--- src/rtl/ddr4_cmd_timing_monitor_pkg.sv ---
// Shared DDR4 command encodings, violation bit positions and default timing values
// for the command timing monitor.
package ddr_pkg;

    typedef enum logic [1:0] {
        NOP = 2'd0,
        ACT = 2'd1,
        RD  = 2'd2,
        WR  = 2'd3
    } cmd_e;

    localparam int VIOL_CCD_S = 0;
    localparam int VIOL_CCD_L = 1;
    localparam int VIOL_RRD_S = 2;
    localparam int VIOL_RRD_L = 3;
    localparam int VIOL_FAW   = 4;
    localparam int VIOL_W     = 5;

    localparam int T_CCD_S_DEF = 4;
    localparam int T_CCD_L_DEF = 6;
    localparam int T_RRD_S_DEF = 4;
    localparam int T_RRD_L_DEF = 6;
    localparam int T_FAW_DEF   = 16;

    function automatic int max2(input int a, input int b);
        return (a > b) ? a : b;
    endfunction

endpackage

--- src/rtl/ddr4_cmd_timing_monitor_if.sv ---
// Command bus observed by the timing monitor plus its violation report signals.
interface ddr4_cmd_timing_monitor_if #(
    parameter int BG_W  = 2,
    parameter int BA_W  = 2,
    parameter int CNT_W = 16
) ();
    import ddr_pkg::*;

    logic              cmd_valid;
    cmd_e              cmd;
    logic [BG_W-1:0]   cmd_bg;
    logic [BA_W-1:0]   cmd_ba;
    logic              err_clr;

    logic              viol_valid;
    logic [VIOL_W-1:0] viol_flags;
    logic [VIOL_W-1:0] err_sticky;
    logic [CNT_W-1:0]  viol_count;

    modport master (
        output cmd_valid, cmd, cmd_bg, cmd_ba, err_clr,
        input  viol_valid, viol_flags, err_sticky, viol_count
    );

    modport slave (
        input  cmd_valid, cmd, cmd_bg, cmd_ba, err_clr,
        output viol_valid, viol_flags, err_sticky, viol_count
    );

endinterface

--- src/rtl/ddr4_faw_window.sv ---
// Four-activate window tracker: ages of the last four ACTs in a shift queue
// (entry 3 is the oldest once four are held); faw_hit is combinational.
module ddr4_faw_window #(
    parameter int T_FAW = 16
) (
    input  logic clock_t,
    input  logic reset_n,
    input  logic act_push,
    output logic faw_hit
);
    localparam int AW = $clog2(T_FAW + 1);
    localparam logic [AW-1:0] AGE_SAT = AW'(T_FAW);
    localparam logic [AW-1:0] AGE_ONE = AW'(1);

    logic [AW-1:0] age_q [4];
    logic [AW-1:0] age_d [4];
    logic [2:0]    cnt_q;
    logic [2:0]    cnt_d;

    function automatic logic [AW-1:0] age_inc(input logic [AW-1:0] a);
        return (a == AGE_SAT) ? a : a + AGE_ONE;
    endfunction

    assign faw_hit = (cnt_q == 3'd4) && (age_q[3] < AGE_SAT);

    always_comb begin
        cnt_d = cnt_q;
        for (int i = 0; i < 4; i++) begin
            age_d[i] = age_inc(age_q[i]);
        end
        if (act_push) begin
            age_d[0] = AGE_ONE;
            for (int i = 1; i < 4; i++) begin
                age_d[i] = age_inc(age_q[i-1]);
            end
            cnt_d = (cnt_q == 3'd4) ? cnt_q : cnt_q + 3'd1;
        end
    end

    always_ff @(posedge clock_t or negedge reset_n) begin
        if (!reset_n) begin
            for (int i = 0; i < 4; i++) begin
                age_q[i] <= AGE_SAT;
            end
            cnt_q <= 3'd0;
        end else begin
            for (int i = 0; i < 4; i++) begin
                age_q[i] <= age_d[i];
            end
            cnt_q <= cnt_d;
        end
    end

endmodule

--- src/rtl/ddr4_cmd_timing_monitor.sv ---
// DDR4 command-bus monitor for tCCD_S/L, tRRD_S/L and tFAW spacing violations.
// The tFAW tracker is built only when DDR4_TFAW_CHECK_EN is defined.
module ddr4_cmd_timing_monitor
    import ddr_pkg::*;
#(
    parameter int BG_COUNT     = 4,
    parameter int BANKS_PER_BG = 4,
    parameter int T_CCD_S      = T_CCD_S_DEF,
    parameter int T_CCD_L      = T_CCD_L_DEF,
    parameter int T_RRD_S      = T_RRD_S_DEF,
    parameter int T_RRD_L      = T_RRD_L_DEF,
    parameter int T_FAW        = T_FAW_DEF,
    parameter int CNT_W        = 16
) (
    input logic                       clock_t,
    input logic                       reset_n,
    ddr4_cmd_timing_monitor_if.slave  bus
);
    localparam int BG_W    = (BG_COUNT > 1) ? $clog2(BG_COUNT) : 1;
    localparam int BA_W    = (BANKS_PER_BG > 1) ? $clog2(BANKS_PER_BG) : 1;
    localparam int AGE_MAX = max2(max2(max2(T_CCD_S, T_CCD_L), max2(T_RRD_S, T_RRD_L)), T_FAW);
    localparam int AGE_W   = $clog2(AGE_MAX + 1);

    localparam logic [AGE_W-1:0] AGE_SAT   = AGE_W'(AGE_MAX);
    localparam logic [AGE_W-1:0] AGE_ONE   = AGE_W'(1);
    localparam logic [AGE_W-1:0] LIM_CCD_S = AGE_W'(T_CCD_S);
    localparam logic [AGE_W-1:0] LIM_CCD_L = AGE_W'(T_CCD_L);
    localparam logic [AGE_W-1:0] LIM_RRD_S = AGE_W'(T_RRD_S);
    localparam logic [AGE_W-1:0] LIM_RRD_L = AGE_W'(T_RRD_L);
    localparam logic [CNT_W-1:0] CNT_MAX   = '1;

    logic [AGE_W-1:0]  cas_age_bg_q [BG_COUNT];
    logic [AGE_W-1:0]  cas_age_bg_d [BG_COUNT];
    logic [AGE_W-1:0]  act_age_bg_q [BG_COUNT];
    logic [AGE_W-1:0]  act_age_bg_d [BG_COUNT];
    logic [AGE_W-1:0]  cas_age_q, cas_age_d;
    logic [AGE_W-1:0]  act_age_q, act_age_d;

    logic              viol_valid_q, viol_valid_d;
    logic [VIOL_W-1:0] viol_flags_q, viol_flags_d;
    logic [VIOL_W-1:0] err_sticky_q, err_sticky_d;
    logic [CNT_W-1:0]  viol_count_q, viol_count_d;

    logic              is_cas;
    logic              is_act;
    logic              faw_hit;
    logic [AGE_W-1:0]  sel_cas_age;
    logic [AGE_W-1:0]  sel_act_age;
    logic [CNT_W-1:0]  count_base;
    logic [BA_W-1:0]   unused_ba;

    assign unused_ba = bus.cmd_ba;
    assign is_cas    = bus.cmd_valid && ((bus.cmd == RD) || (bus.cmd == WR));
    assign is_act    = bus.cmd_valid && (bus.cmd == ACT);

`ifdef DDR4_TFAW_CHECK_EN
    ddr4_faw_window #(.T_FAW(T_FAW)) u_faw_window (
        .clock_t  (clock_t),
        .reset_n  (reset_n),
        .act_push (is_act),
        .faw_hit  (faw_hit)
    );
`else
    assign faw_hit = 1'b0;
`endif

    function automatic logic [AGE_W-1:0] age_inc(input logic [AGE_W-1:0] a);
        return (a == AGE_SAT) ? a : a + AGE_ONE;
    endfunction

    always_comb begin
        sel_cas_age = AGE_SAT;
        sel_act_age = AGE_SAT;
        for (int i = 0; i < BG_COUNT; i++) begin
            cas_age_bg_d[i] = age_inc(cas_age_bg_q[i]);
            act_age_bg_d[i] = age_inc(act_age_bg_q[i]);
            if (bus.cmd_bg == BG_W'(i)) begin
                sel_cas_age = cas_age_bg_q[i];
                sel_act_age = act_age_bg_q[i];
                if (is_cas) cas_age_bg_d[i] = AGE_ONE;
                if (is_act) act_age_bg_d[i] = AGE_ONE;
            end
        end
        cas_age_d = is_cas ? AGE_ONE : age_inc(cas_age_q);
        act_age_d = is_act ? AGE_ONE : age_inc(act_age_q);

        // Short-spacing flags are suppressed when the same-group flag already fires.
        viol_flags_d             = '0;
        viol_flags_d[VIOL_CCD_L] = is_cas && (sel_cas_age < LIM_CCD_L);
        viol_flags_d[VIOL_CCD_S] = is_cas && !viol_flags_d[VIOL_CCD_L] && (cas_age_q < LIM_CCD_S);
        viol_flags_d[VIOL_RRD_L] = is_act && (sel_act_age < LIM_RRD_L);
        viol_flags_d[VIOL_RRD_S] = is_act && !viol_flags_d[VIOL_RRD_L] && (act_age_q < LIM_RRD_S);
        viol_flags_d[VIOL_FAW]   = is_act && faw_hit;
        viol_valid_d             = |viol_flags_d;

        // Clear takes effect before the same-cycle violation is accounted.
        err_sticky_d = (bus.err_clr ? '0 : err_sticky_q) | viol_flags_d;
        count_base   = bus.err_clr ? '0 : viol_count_q;
        viol_count_d = (viol_valid_d && (count_base != CNT_MAX)) ? count_base + 1'b1 : count_base;
    end

    always_ff @(posedge clock_t or negedge reset_n) begin
        if (!reset_n) begin
            for (int i = 0; i < BG_COUNT; i++) begin
                cas_age_bg_q[i] <= AGE_SAT;
                act_age_bg_q[i] <= AGE_SAT;
            end
            cas_age_q    <= AGE_SAT;
            act_age_q    <= AGE_SAT;
            viol_valid_q <= 1'b0;
            viol_flags_q <= '0;
            err_sticky_q <= '0;
            viol_count_q <= '0;
        end else begin
            for (int i = 0; i < BG_COUNT; i++) begin
                cas_age_bg_q[i] <= cas_age_bg_d[i];
                act_age_bg_q[i] <= act_age_bg_d[i];
            end
            cas_age_q    <= cas_age_d;
            act_age_q    <= act_age_d;
            viol_valid_q <= viol_valid_d;
            viol_flags_q <= viol_flags_d;
            err_sticky_q <= err_sticky_d;
            viol_count_q <= viol_count_d;
        end
    end

    assign bus.viol_valid = viol_valid_q;
    assign bus.viol_flags = viol_flags_q;
    assign bus.err_sticky = err_sticky_q;
    assign bus.viol_count = viol_count_q;

endmodule
--- src/flat_wrapper.sv ---
// flat-port wrapper written by rule: the top's interface ports become plain ports
module ddr4_cmd_timing_monitor_flat import ddr_pkg::*;
#(
    parameter int BG_COUNT     = 4,
    parameter int BANKS_PER_BG = 4,
    parameter int T_CCD_S      = T_CCD_S_DEF,
    parameter int T_CCD_L      = T_CCD_L_DEF,
    parameter int T_RRD_S      = T_RRD_S_DEF,
    parameter int T_RRD_L      = T_RRD_L_DEF,
    parameter int T_FAW        = T_FAW_DEF,
    parameter int CNT_W        = 16
)
  (clock_t, reset_n, bus_cmd_valid, bus_cmd, bus_cmd_bg, bus_cmd_ba, bus_err_clr, bus_viol_valid, bus_viol_flags, bus_err_sticky, bus_viol_count);
  ddr4_cmd_timing_monitor_if #(.CNT_W(CNT_W)) bus_i ();
  input logic clock_t;
  input logic reset_n;
  input wire logic [$bits(bus_i.cmd_valid)-1:0] bus_cmd_valid;
  input wire logic [$bits(bus_i.cmd)-1:0] bus_cmd;
  input wire logic [$bits(bus_i.cmd_bg)-1:0] bus_cmd_bg;
  input wire logic [$bits(bus_i.cmd_ba)-1:0] bus_cmd_ba;
  input wire logic [$bits(bus_i.err_clr)-1:0] bus_err_clr;
  output wire logic [$bits(bus_i.viol_valid)-1:0] bus_viol_valid;
  output wire logic [$bits(bus_i.viol_flags)-1:0] bus_viol_flags;
  output wire logic [$bits(bus_i.err_sticky)-1:0] bus_err_sticky;
  output wire logic [$bits(bus_i.viol_count)-1:0] bus_viol_count;
  assign bus_i.cmd_valid = bus_cmd_valid;
  assign bus_i.cmd = bus_cmd;
  assign bus_i.cmd_bg = bus_cmd_bg;
  assign bus_i.cmd_ba = bus_cmd_ba;
  assign bus_i.err_clr = bus_err_clr;
  assign bus_viol_valid = bus_i.viol_valid;
  assign bus_viol_flags = bus_i.viol_flags;
  assign bus_err_sticky = bus_i.err_sticky;
  assign bus_viol_count = bus_i.viol_count;
  ddr4_cmd_timing_monitor #(.BG_COUNT(BG_COUNT), .BANKS_PER_BG(BANKS_PER_BG), .T_CCD_S(T_CCD_S), .T_CCD_L(T_CCD_L), .T_RRD_S(T_RRD_S), .T_RRD_L(T_RRD_L), .T_FAW(T_FAW), .CNT_W(CNT_W)) u_core (.clock_t(clock_t), .reset_n(reset_n), .bus(bus_i));
endmodule
--- config.mk ---
export PLATFORM = sky130hd
export DESIGN_NAME = ddr4_cmd_timing_monitor_flat
export DESIGN_NICKNAME = d
export VERILOG_FILES = /design/src/rtl/ddr4_cmd_timing_monitor_pkg.sv /design/src/rtl/ddr4_cmd_timing_monitor_if.sv /design/src/rtl/ddr4_faw_window.sv /design/src/rtl/ddr4_cmd_timing_monitor.sv /design/src/flat_wrapper.sv
export SDC_FILE = /design/constraint.sdc
export NUM_CORES = 1
export LEC_CHECK = 0
export ABC_AREA = 0
export BUFFER_PORTS_ARGS = -buffer_cell sky130_fd_sc_hd__buf_2
export CORE_MARGIN = 2
export CORE_UTILIZATION = 40
export DETAILED_ROUTE_END_ITERATION = 6
export GPL_TIMING_DRIVEN = 0
export SKIP_LAST_GASP = 1
export SYNTH_ARGS = -nofsm -noshare
export SYNTH_HDL_FRONTEND = slang
export SYNTH_SLANG_ARGS = --single-unit
export TNS_END_PERCENT = 5
--- constraint.sdc ---
create_clock -name clock_t -period 2.92 [get_ports clock_t]
set_clock_uncertainty 0.05 [all_clocks]
set_input_delay 0 -clock clock_t [delete_from_list [all_inputs] [get_ports clock_t]]
set_output_delay 0 -clock clock_t [all_outputs]
set_load 0.05 [all_outputs]
==> results of run 1 <==
-- final cells by class --
cell class                 instances  area [um2]
clock buffer                      11         141
fill                             927        5150
clock inverter                     5        30.0
multi-input combinational        292        1940
timing repair buffer              36         220
buffer                            10        57.6
sequential                        75        1890
tap                              133         166
inverter                          25        93.8
-- timing repair --
action / 4_1_cts / 5_1_grt
setup endpoints to repair: 0 / 2
gates resized for setup: 0 / 1
hold endpoints to repair: 72 / 0
hold buffers: 3 / 0
-- Yosys cell counts (all sizes together) (2+ instances only) --
| cell | instances |
|---|---|
| nor4 | 4 |
| and4 | 2 |
| a31oi | 4 |
| nor3 | 20 |
| o31ai | 3 |
| nand2 | 20 |
| or3 | 3 |
| dfstp | 10 |
| a21oi | 15 |
| ha | 21 |
| nor4b | 4 |
| inv | 25 |
| nand3b | 12 |
| mux2i | 6 |
| nand3 | 29 |
| nor2 | 45 |
| or2 | 3 |
| a21o | 5 |
| o41ai | 3 |
| and3 | 3 |
| xor2 | 22 |
| o21ai | 10 |
| xnor2 | 15 |
| nand2b | 9 |
| clkbuf | 5 |
| and2 | 4 |
| buf | 5 |
| or4 | 2 |
| nand4 | 2 |
| nor2b | 8 |
| dfrtp | 65 |
-- layer usage --
layer,vias up,share of wire (%),global-route usage [%]
li1,1473,-,-
met1,1444,49,21.5
met2,53,46,25.4
met3,9,3.7,3.59
met4,0,1.1,4.63
met5,-,0,0
-- metrics by stage --
step / setup slack (ns) / std cells
after floorplan: 0.364 / 402
after global placement: 0.284 / 567
after detailed placement: 0.208 / 568
after CTS: 0.181 / 587
after global routing: 0.0941 / 587
final: 0.316 / 587
-- cells by family (layout without fill, tap and decap cells) --
logic type               count (synthesis)  count (layout)  share of synthesized area (%)
AO/OA/AOI/OAI                           49              49                           8.35
XOR/XNOR                                37              37                           8.16
adder cells (fa/ha/maj)                 21              21                           6.62
buffers and inverters                   35              87                           3.81
flip-flops                              75              75                           47.6
multiplexers                             7               7                           1.80
other                                    1               2                         0.0945
AND/OR/NAND/NOR                        176             176                           23.6
-- critical path: stages (launching register included) --
cell                        delay, ns
sky130_fd_sc_hd__dfstp_2         0.56
sky130_fd_sc_hd__nor4b_2         0.06
sky130_fd_sc_hd__nor3_1          0.41
sky130_fd_sc_hd__a2111oi_4       0.12
sky130_fd_sc_hd__nor3_1          0.50
sky130_fd_sc_hd__clkbuf_1        0.48
sky130_fd_sc_hd__o31ai_1         0.16
sky130_fd_sc_hd__a21oi_1         0.18
-- worst min-delay path by stage --
stage	to	cells after the start	slack, ns	from
after detailed placement	u_core.bus.viol_count[7]$_DFF_PN0_	1	-0.1	reset_n
after floorplan	u_core.act_age_bg_q[0]$_DFF_PN0_	0	-0.35	reset_n
after global placement	u_core.bus.viol_count[9]$_DFF_PN0_	3	0.35	bus_err_clr
after CTS	u_core.cas_age_q[4]$_DFFE_PN1P_	3	0.003	bus_cmd_valid
after global routing	u_core.cas_age_q[4]$_DFFE_PN1P_	3	0.02	bus_cmd_valid
final	u_core.cas_age_q[4]$_DFFE_PN1P_	3	-0.008	bus_cmd_valid
-- registers in the layout, indices dropped and copies added, names as in the netlist --
name / count
u_core.bus.err_sticky: 4
u_core.bus.viol_count: 16
u_core.act_age_q: 5
u_core.cas_age_q: 5
u_core.act_age_bg_q: 20
u_core.bus.viol_valid: 1
u_core.bus.viol_flags: 4
u_core.cas_age_bg_q: 20
-- power breakdown --
part	internal (W)	leakage [nW]	switching (W)
Sequential	0.00146	0.928	0.000394
Clock	0.000327	0.0851	0.000384
Combinational	0.000646	1.03	0.000816
==> impl_metrics.yaml, run 1 <==
global_route:
  grt_max_degree: 50
  grt_usage_pct: 15.8
  grt.overflow.total: 0
  antenna_violations_before_repair: 0
  wire_length_of_the_first_global_routing_pass_um: 14000
  grt_pass1_vias: 2936
sta:
  timing_worst_slew_pin_value_ns: 0.679
  final.period_utilization_pct: 89.2
  setup_failing_eps_final: 0
  timing_hold_violations_final: 1
  final.hold.worst_slack_ns: -0.00846
  final.min_clock_period_ns: 2.60
  final-max-slew-violation-count: 0
  grt_setup_unrepaired: "false"
  totalNegativeSetupSlack_ns: 0
  maxSlewHeadroom_pct: 54.4
  maxClockFrequency_mhz: 384
cells_and_area:
  layout_common_cells: "sky130_fd_sc_hd__dfrtp_1, sky130_fd_sc_hd__nor2_1, sky130_fd_sc_hd__buf_2"
  area_growth_syn_to_layout_pct: 14.3
  n_antenna_cell: 0
  layout_commonest_cell: "sky130_fd_sc_hd__dfrtp_1"
  nets: 480
  final_layout_size_suffix_gt1_share_pct: 16.1
  finalInstanceArea_um2: 4540
  final_core_util_pct: 46.9
setup_path:
  start_kind: "flip-flop"
  worst-setup-path-type: "flip-flop to flip-flop"
  timing.critical_path.to_type: "flip-flop"
  reg2reg_depth: 7
  worstPathMaxFanout: 10
  r2r_start: "u_core.cas_age_bg_q[14]$_DFF_PN1_"
  setup.worst_path.end: "u_core.bus.viol_count[3]$_DFF_PN0_"
  crit-reg2reg-capture: "u_core.bus.viol_count[3]$_DFF_PN0_"
  critical_path.startpoint: "u_core.cas_age_bg_q[14]$_DFF_PN1_"
  r2r_slack_ns: 0.32
  worst_ep_arrival_time_ns: 2.82
  cp_data_required_time_ns: 3.14
die:
  rows: 36
  design.die.area_um2: 10700
  pin_count: 37
  die_y_um: 104
  die-width_um: 104
  coreArea_um2: 9680
  start_util_pct: 41.0
route:
  drc: 0
  drt_first_iter_violations: 150
  detailed_routing_iterations_pass_1: 4
  vias_cell: 5.07
  route.detailed.wl_per_inst_um: 13.6
  drt-total-wl_um: 7990
  vias: 2979
  detail-route-antenna-nets: 0
cts:
  clk-insertion-delay-late_ns: 0.35
  root_buffer: "sky130_fd_sc_hd__clkbuf_8"
  clk_path_buf_depth: 2
  tritoncts.num_buffers: 9
  cts.clk_slew.worst_paths_ns: 0.08
  postCtsSetupBuffers: 0
  ctsHtreeMaxLevel: 3
  tritoncts: "done"
  cts_num_sinks: 75
logic_synthesis:
  synth_edf_count: 0
  yosys_warning_total: 0
  ys_top_cells_by_area: "sky130_fd_sc_hd__dfrtp_1, sky130_fd_sc_hd__dfstp_2, sky130_fd_sc_hd__ha_1, sky130_fd_sc_hd__xor2_1, sky130_fd_sc_hd__nor2_1"
  synthCells: 401
  syn-mean-instance-area_um2: 9.90
  synth_flop_cell: "sky130_fd_sc_hd__dfrtp_1"
  post_synth_instance_area_um2: 3970
  synth_top_area_share_pct: 41.0
  synthArstFlopShare_pct: 100
  ys_seq_elements: 75
  synth_cell_types: 51
  synth_sequential_area_ratio_pct: 47.6
  synthDominantAreaCellType: "sky130_fd_sc_hd__dfrtp_1"
power_and_ir_drop:
  post-layout-total-power_w: 0.00403
  power_per_cell_area_nw_per_um2: 888
  total_leakage_power_nw: 2.04
  worst_ir_drop_vdd_uv: 355
placement:
  dp_hpwl_um: 5750
  placed_cell_area_um2: 4330
  gp_congestion: 0.795
  placement.io_buffers: 32
job:
  drv.max_cap_violation_count: 0
status:
  failing_checks: "hold timing"
  status: "finished with violations"
worst_hold_path:
  worstHoldPathType: "input pin to flip-flop"
No activity file was read; power rests on OpenSTA's default activity.
==> run 2: changes to the inputs <==
- GPL_TIMING_DRIVEN: 0 -> default
- clock period: 2.92 -> 2.5 ns (I/O delays scaled with it)
==> impl_metrics.yaml, run 2 (synthesis results as in run 1) <==
status:
  status: "completed"
die:
  start_util_pct: 41.0
  design.die.area_um2: 10700
  coreArea_um2: 9680
  die_y_um: 104
  rows: 36
  pin_count: 37
  die-width_um: 104
cells_and_area:
  n_antenna_cell: 0
  area_growth_syn_to_layout_pct: 22.0
  nets: 509
  final_layout_size_suffix_gt1_share_pct: 22.8
  layout_common_cells: "sky130_fd_sc_hd__dfrtp_1, sky130_fd_sc_hd__nor2_1, sky130_fd_sc_hd__buf_4"
  fillCellCount: 899
  layout_commonest_cell: "sky130_fd_sc_hd__dfrtp_1"
  final_core_util_pct: 50.0
global_route:
  grt_max_degree: 55
  antenna_violations_before_repair: 0
  grt_pass1_vias: 3113
  grt_usage_pct: 16.4
  grt.overflow.total: 0
  wire_length_of_the_first_global_routing_pass_um: 14500
setup_path:
  critical-path-top-delay-family: "simple AND/OR/NAND/NOR gates"
  worstPathMaxFanout: 5
  worst-setup-path-type: "flip-flop to flip-flop"
  crit-reg2reg-capture: "u_core.bus.viol_count[1]$_DFF_PN0_"
  worst_ep_arrival_time_ns: 2.54
  cp_data_required_time_ns: 2.68
  crit_slowest_cell: "sky130_fd_sc_hd__dfrtp_2"
  r2r_start: "u_core.bus.viol_count[1]$_DFF_PN0_"
  critPathMaxStageDelay_ns: 0.37
  timing.critical_path.to_type: "flip-flop"
  r2r_slack_ns: 0.14
  reg2reg_depth: 9
  path_buf_inv: 2
  start_kind: "flip-flop"
  critical_path.cell_chain: "nor2b_1, ha_1, nand3_1, nor4_1, buf_4, nand3_1, o31a_2, buf_4, mux2_2"
  critical_path.startpoint: "u_core.bus.viol_count[1]$_DFF_PN0_"
power_and_ir_drop:
  power_per_cell_area_nw_per_um2: 1080
  total_leakage_power_nw: 2.23
  worst_ir_drop_vdd_uv: 491
placement:
  dp_hpwl_um: 5970
  placement.io_buffers: 32
  gp_congestion: 0.805
sta:
  final-max-slew-violation-count: 0
  timing_hold_violations_final: 0
  final.min_clock_period_ns: 2.36
  maxSlewHeadroom_pct: 58.2
  setup_failing_eps_final: 0
  maxClockFrequency_mhz: 425
  totalNegativeSetupSlack_ns: 0
  grt_setup_unrepaired: "true"
  final.period_utilization_pct: 94.2
  timing_worst_slew_pin_value_ns: 0.619
  final.hold.worst_slack_ns: 0.0563
worst_hold_path:
  hold-path-cell-count: 3
  min_delay_worst_endpoint: "u_core.cas_age_bg_q[10]$_DFF_PN0_"
  min-delay-start: "bus_cmd_bg[0]"
  worstHoldPathType: "input pin to flip-flop"
cts:
  cts_num_sinks: 75
  tritoncts.num_buffers: 9
  tritoncts: "done"
  clk-insertion-delay-late_ns: 0.35
  postCtsSetupBuffers: 0
  clk_path_buf_depth: 2
  cts.clk_slew.worst_paths_ns: 0.09
  root_buffer: "sky130_fd_sc_hd__clkbuf_8"
  ctsHtreeMaxLevel: 3
route:
  vias: 3101
  drt-total-wl_um: 8230
  detail-route-antenna-nets: 0
  detailed_routing_iterations_pass_1: 4
  drc: 0
  route.detailed.wl_per_inst_um: 13.4
  drt_first_iter_violations: 56
  vias_cell: 5.03
job:
  drv.max_cap_violation_count: 0
run 2: repair_timing:
action / CTS / global route
setup endpoints to repair: 12 / 5
gates cloned: 0 / 0
hold endpoints to repair: 38 / 0
hold buffers: 6 / 0
resized for setup: 1 / 4
pin swaps: 0 / 1
run 2: worst max path at each step:
stage                                          endpoint  slack, ns  cells past startpoint
CTS                 u_core.bus.viol_count[14]$_DFF_PN0_       0.08                      8
global placement    u_core.bus.viol_count[14]$_DFF_PN0_      -0.22                      7
floorplan           u_core.bus.viol_count[14]$_DFF_PN0_       0.08                      8
finish               u_core.bus.viol_count[1]$_DFF_PN0_       0.14                      9
global route        u_core.bus.viol_count[14]$_DFF_PN0_     -0.001                      8
detailed placement  u_core.bus.viol_count[14]$_DFF_PN0_      -0.26                      7
run 2: per-stage QoR:
step | total power [W] | area, um2 | cells | setup slack [ns]
final | 0.00523 | 4840 | 616 | 0.144
after global routing | 0.00568 | 4840 | 616 | -0.00127
after CTS | 0.00529 | 4820 | 616 | 0.0764
after detailed placement | 0.00420 | 4540 | 594 | -0.259
after global placement | 0.00412 | 4540 | 594 | -0.215
after floorplan | 0.00347 | 3980 | 402 | 0.0808
run 2: where the power goes:
part	internal, W	switching, W
combinational	0.000999	0.00114
clock	0.000569	0.000484
sequential	0.00171	0.000334
total	0.00328	0.00196
run 2: final cells by class:
type | count | area (um2) | area share [%]
Clock inverter | 7 | 96.3 | 1.99
Sequential cell | 75 | 1890 | 39.0
Inverter | 25 | 93.8 | 1.94
Timing Repair Buffer | 75 | 510 | 10.5
Tap cell | 133 | 166 | 3.43
Clock buffer | 9 | 124 | 2.56
Multi-Input combinational cell | 292 | 1960 | 40.5
run 2: worst register-to-register path: stages (launching register included):
cell                      delay (ns)
sky130_fd_sc_hd__dfrtp_2        0.37
sky130_fd_sc_hd__nor2b_1        0.25
sky130_fd_sc_hd__ha_1           0.21
sky130_fd_sc_hd__nand3_1        0.13
sky130_fd_sc_hd__nor4_1         0.31
sky130_fd_sc_hd__buf_4          0.18
sky130_fd_sc_hd__nand3_1        0.11
sky130_fd_sc_hd__o31a_2         0.19
sky130_fd_sc_hd__buf_4          0.18
sky130_fd_sc_hd__mux2_2         0.27
run 2: routing by layer:
layer  GRT usage, %  vias up  part of all wire [%]
met5              0        -                     0
li1               -     1547                     -
met1           21.0     1483                    47
met3           3.84       10                   4.0
met4           5.12        0                   1.2
met2           27.6       61                    48
==> run 3: changes to the inputs <==
--- a/config.mk
+++ b/config.mk
@@ -12,2 +12,3 @@
 export DETAILED_ROUTE_END_ITERATION = 6
+export PLACE_DENSITY = 0.63
 export SKIP_LAST_GASP = 1
--- a/constraint.sdc
+++ b/constraint.sdc
@@ -4,2 +4,2 @@
 set_output_delay 0 -clock clock_t [all_outputs]
-set_load 0.05 [all_outputs]
+set_load 0.01 [all_outputs]
==> impl_metrics.yaml, run 3 (synthesis results as in run 1) <==
status:
  status: "completed"
setup_path:
  worstPathMaxFanout: 5
  critical-path-top-delay-family: "compound AO/OA/AOI/OAI gates"
  start_kind: "flip-flop"
  critPathMaxStageDelay_ns: 0.46
  cp_data_required_time_ns: 2.73
  reg2reg_depth: 6
  path_buf_inv: 0
  critical_path_cell_count: 6
  critical_path.cell_chain: "a211o_1, o2bb2ai_1, a2111oi_4, o31a_2, or4b_1, a21oi_1"
  worst-setup-path-type: "flip-flop to flip-flop"
  worst_ep_arrival_time_ns: 2.62
  crit_slowest_cell: "sky130_fd_sc_hd__a2111oi_4"
  timing.critical_path.to_type: "flip-flop"
route:
  vias_cell: 5.09
  route.detailed.wl_per_inst_um: 13.8
  routed_metal_1_wire_length_um: 3920
  drt-total-wl_um: 8430
  detailed_routing_iterations_pass_1: 4
  vias: 3107
  route.top_layer_used: "met4"
  detail-route-antenna-nets: 0
  wl_met3_um: 369
  drc: 0
  drt_first_iter_violations: 147
  route.met2.wl_um: 3960
sta:
  setup_failing_eps_final: 0
  final.min_clock_period_ns: 2.39
  final-max-slew-violation-count: 0
  final.period_utilization_pct: 95.5
  grt_setup_unrepaired: "true"
  timing_hold_violations_final: 0
  maxSlewHeadroom_pct: 43.0
  timing_worst_slew_pin_value_ns: 0.856
  maxClockFrequency_mhz: 419
  totalNegativeSetupSlack_ns: 0
  post-route-worst-setup-slack_ns: 0.113
die:
  coreArea_um2: 9680
  start_util_pct: 41.0
  rows: 36
  die-width_um: 104
  die_y_um: 104
  pin_count: 37
  design.die.area_um2: 10700
power_and_ir_drop:
  power_per_cell_area_nw_per_um2: 1020
  total_leakage_power_nw: 2.18
  post-layout-total-power_w: 0.00489
  worst_ir_drop_vdd_uv: 498
global_route:
  wire_length_of_the_first_global_routing_pass_um: 14600
  grt_pass1_vias: 3085
  grt_usage_pct: 16.6
  grt_max_degree: 41
  antenna_violations_before_repair: 0
  grt.overflow.total: 0
cts:
  tritoncts.num_buffers: 9
  clk_path_buf_depth: 2
  cts.clk_slew.worst_paths_ns: 0.09
  cts_num_sinks: 75
  ctsHtreeMaxLevel: 3
  root_buffer: "sky130_fd_sc_hd__clkbuf_8"
  tritoncts: "done"
  clk-insertion-delay-late_ns: 0.36
worst_hold_path:
  hold-path-cell-count: 3
  worstHoldPathType: "input pin to flip-flop"
cells_and_area:
  multi_input_area_um2: 1960
  n_antenna_cell: 0
  register_area_um2: 1890
  layout_common_cells: "sky130_fd_sc_hd__dfrtp_1, sky130_fd_sc_hd__nor2_1, sky130_fd_sc_hd__buf_2"
  area_growth_syn_to_layout_pct: 20.1
  fillCellCount: 909
  nets: 504
  final_layout_size_suffix_gt1_share_pct: 21.5
  layout_commonest_cell: "sky130_fd_sc_hd__dfrtp_1"
job:
  drv.max_cap_violation_count: 0
placement:
  dp_slack_ns: -0.321
  dp_hpwl_um: 6010
  placement.io_buffers: 32
  gp_congestion: 0.838
run 3: cell type report:
type / instances / share of cell area, %
inverters: 25 / 1.97
multi-input cells: 292 / 41.1
flip-flops and latches: 75 / 39.6
clock buffers: 9 / 2.60
clock inverters: 7 / 1.29
repair buffers: 70 / 9.92
well taps: 133 / 3.49
run 3: power breakdown:
group	switching, W	total [W]	internal, W
combinational	0.000980	0.00194	0.000964
sequential	0.000353	0.00206	0.00171
clock	0.000508	0.000883	0.000375
total	0.00184	0.00489	0.00305
run 3: final timing paths:
check | start | endpoint | slack (ns)
min reg2reg | u_core.bus.err_sticky[3]$_DFF_PN0_ | u_core.bus.err_sticky[3]$_DFF_PN0_ | 0.43
min | bus_cmd_bg[1] | u_core.cas_age_bg_q[0]$_DFF_PN0_ | 0.04
max reg2reg | u_core.cas_age_bg_q[16]$_DFF_PN0_ | u_core.bus.viol_count[8]$_DFF_PN0_ | 0.11
max in group asynchronous | reset_n | u_core.act_age_bg_q[9]$_DFF_PN1_ | 1.39
max | u_core.cas_age_bg_q[16]$_DFF_PN0_ | u_core.bus.viol_count[8]$_DFF_PN0_ | 0.11
min in group asynchronous | reset_n | u_core.bus.viol_count[4]$_DFF_PN0_ | 0.24
run 3: stage by stage:
step	instance area [um2]	utilization, %	std cells	hold slack [ns]
finish	4770	49.3	611	0.0443
global route	4770	49.3	611	0.0633
CTS	4750	49.0	611	0.0319
detailed placement	4500	46.4	589	0.115
global placement	4500	46.4	589	0.114
floorplan	3970	-	402	-0.346
run 3: timing repair:
item | 4_1_cts | 5_1_grt
resized for setup | 1 | 4
endpoints found under the hold margin | 47 | 0
setup buffers | 0 | 0
cloned | 0 | 0
endpoints found under the setup margin | 12 | 5
hold buffers | 6 | 0
run 3: tightest hold or removal path, delay by kind of cell:
family,cells,cell delay (ns)
buf+inv,1,0.19
simple gates,1,0.14
compound gates,1,0.08
run 3: layer usage:
metal	up-vias	track usage, %
li1	1531	-
met1	1493	22.0
met2	68	27.1
met3	15	3.84
met4	0	5.50
met5	-	0
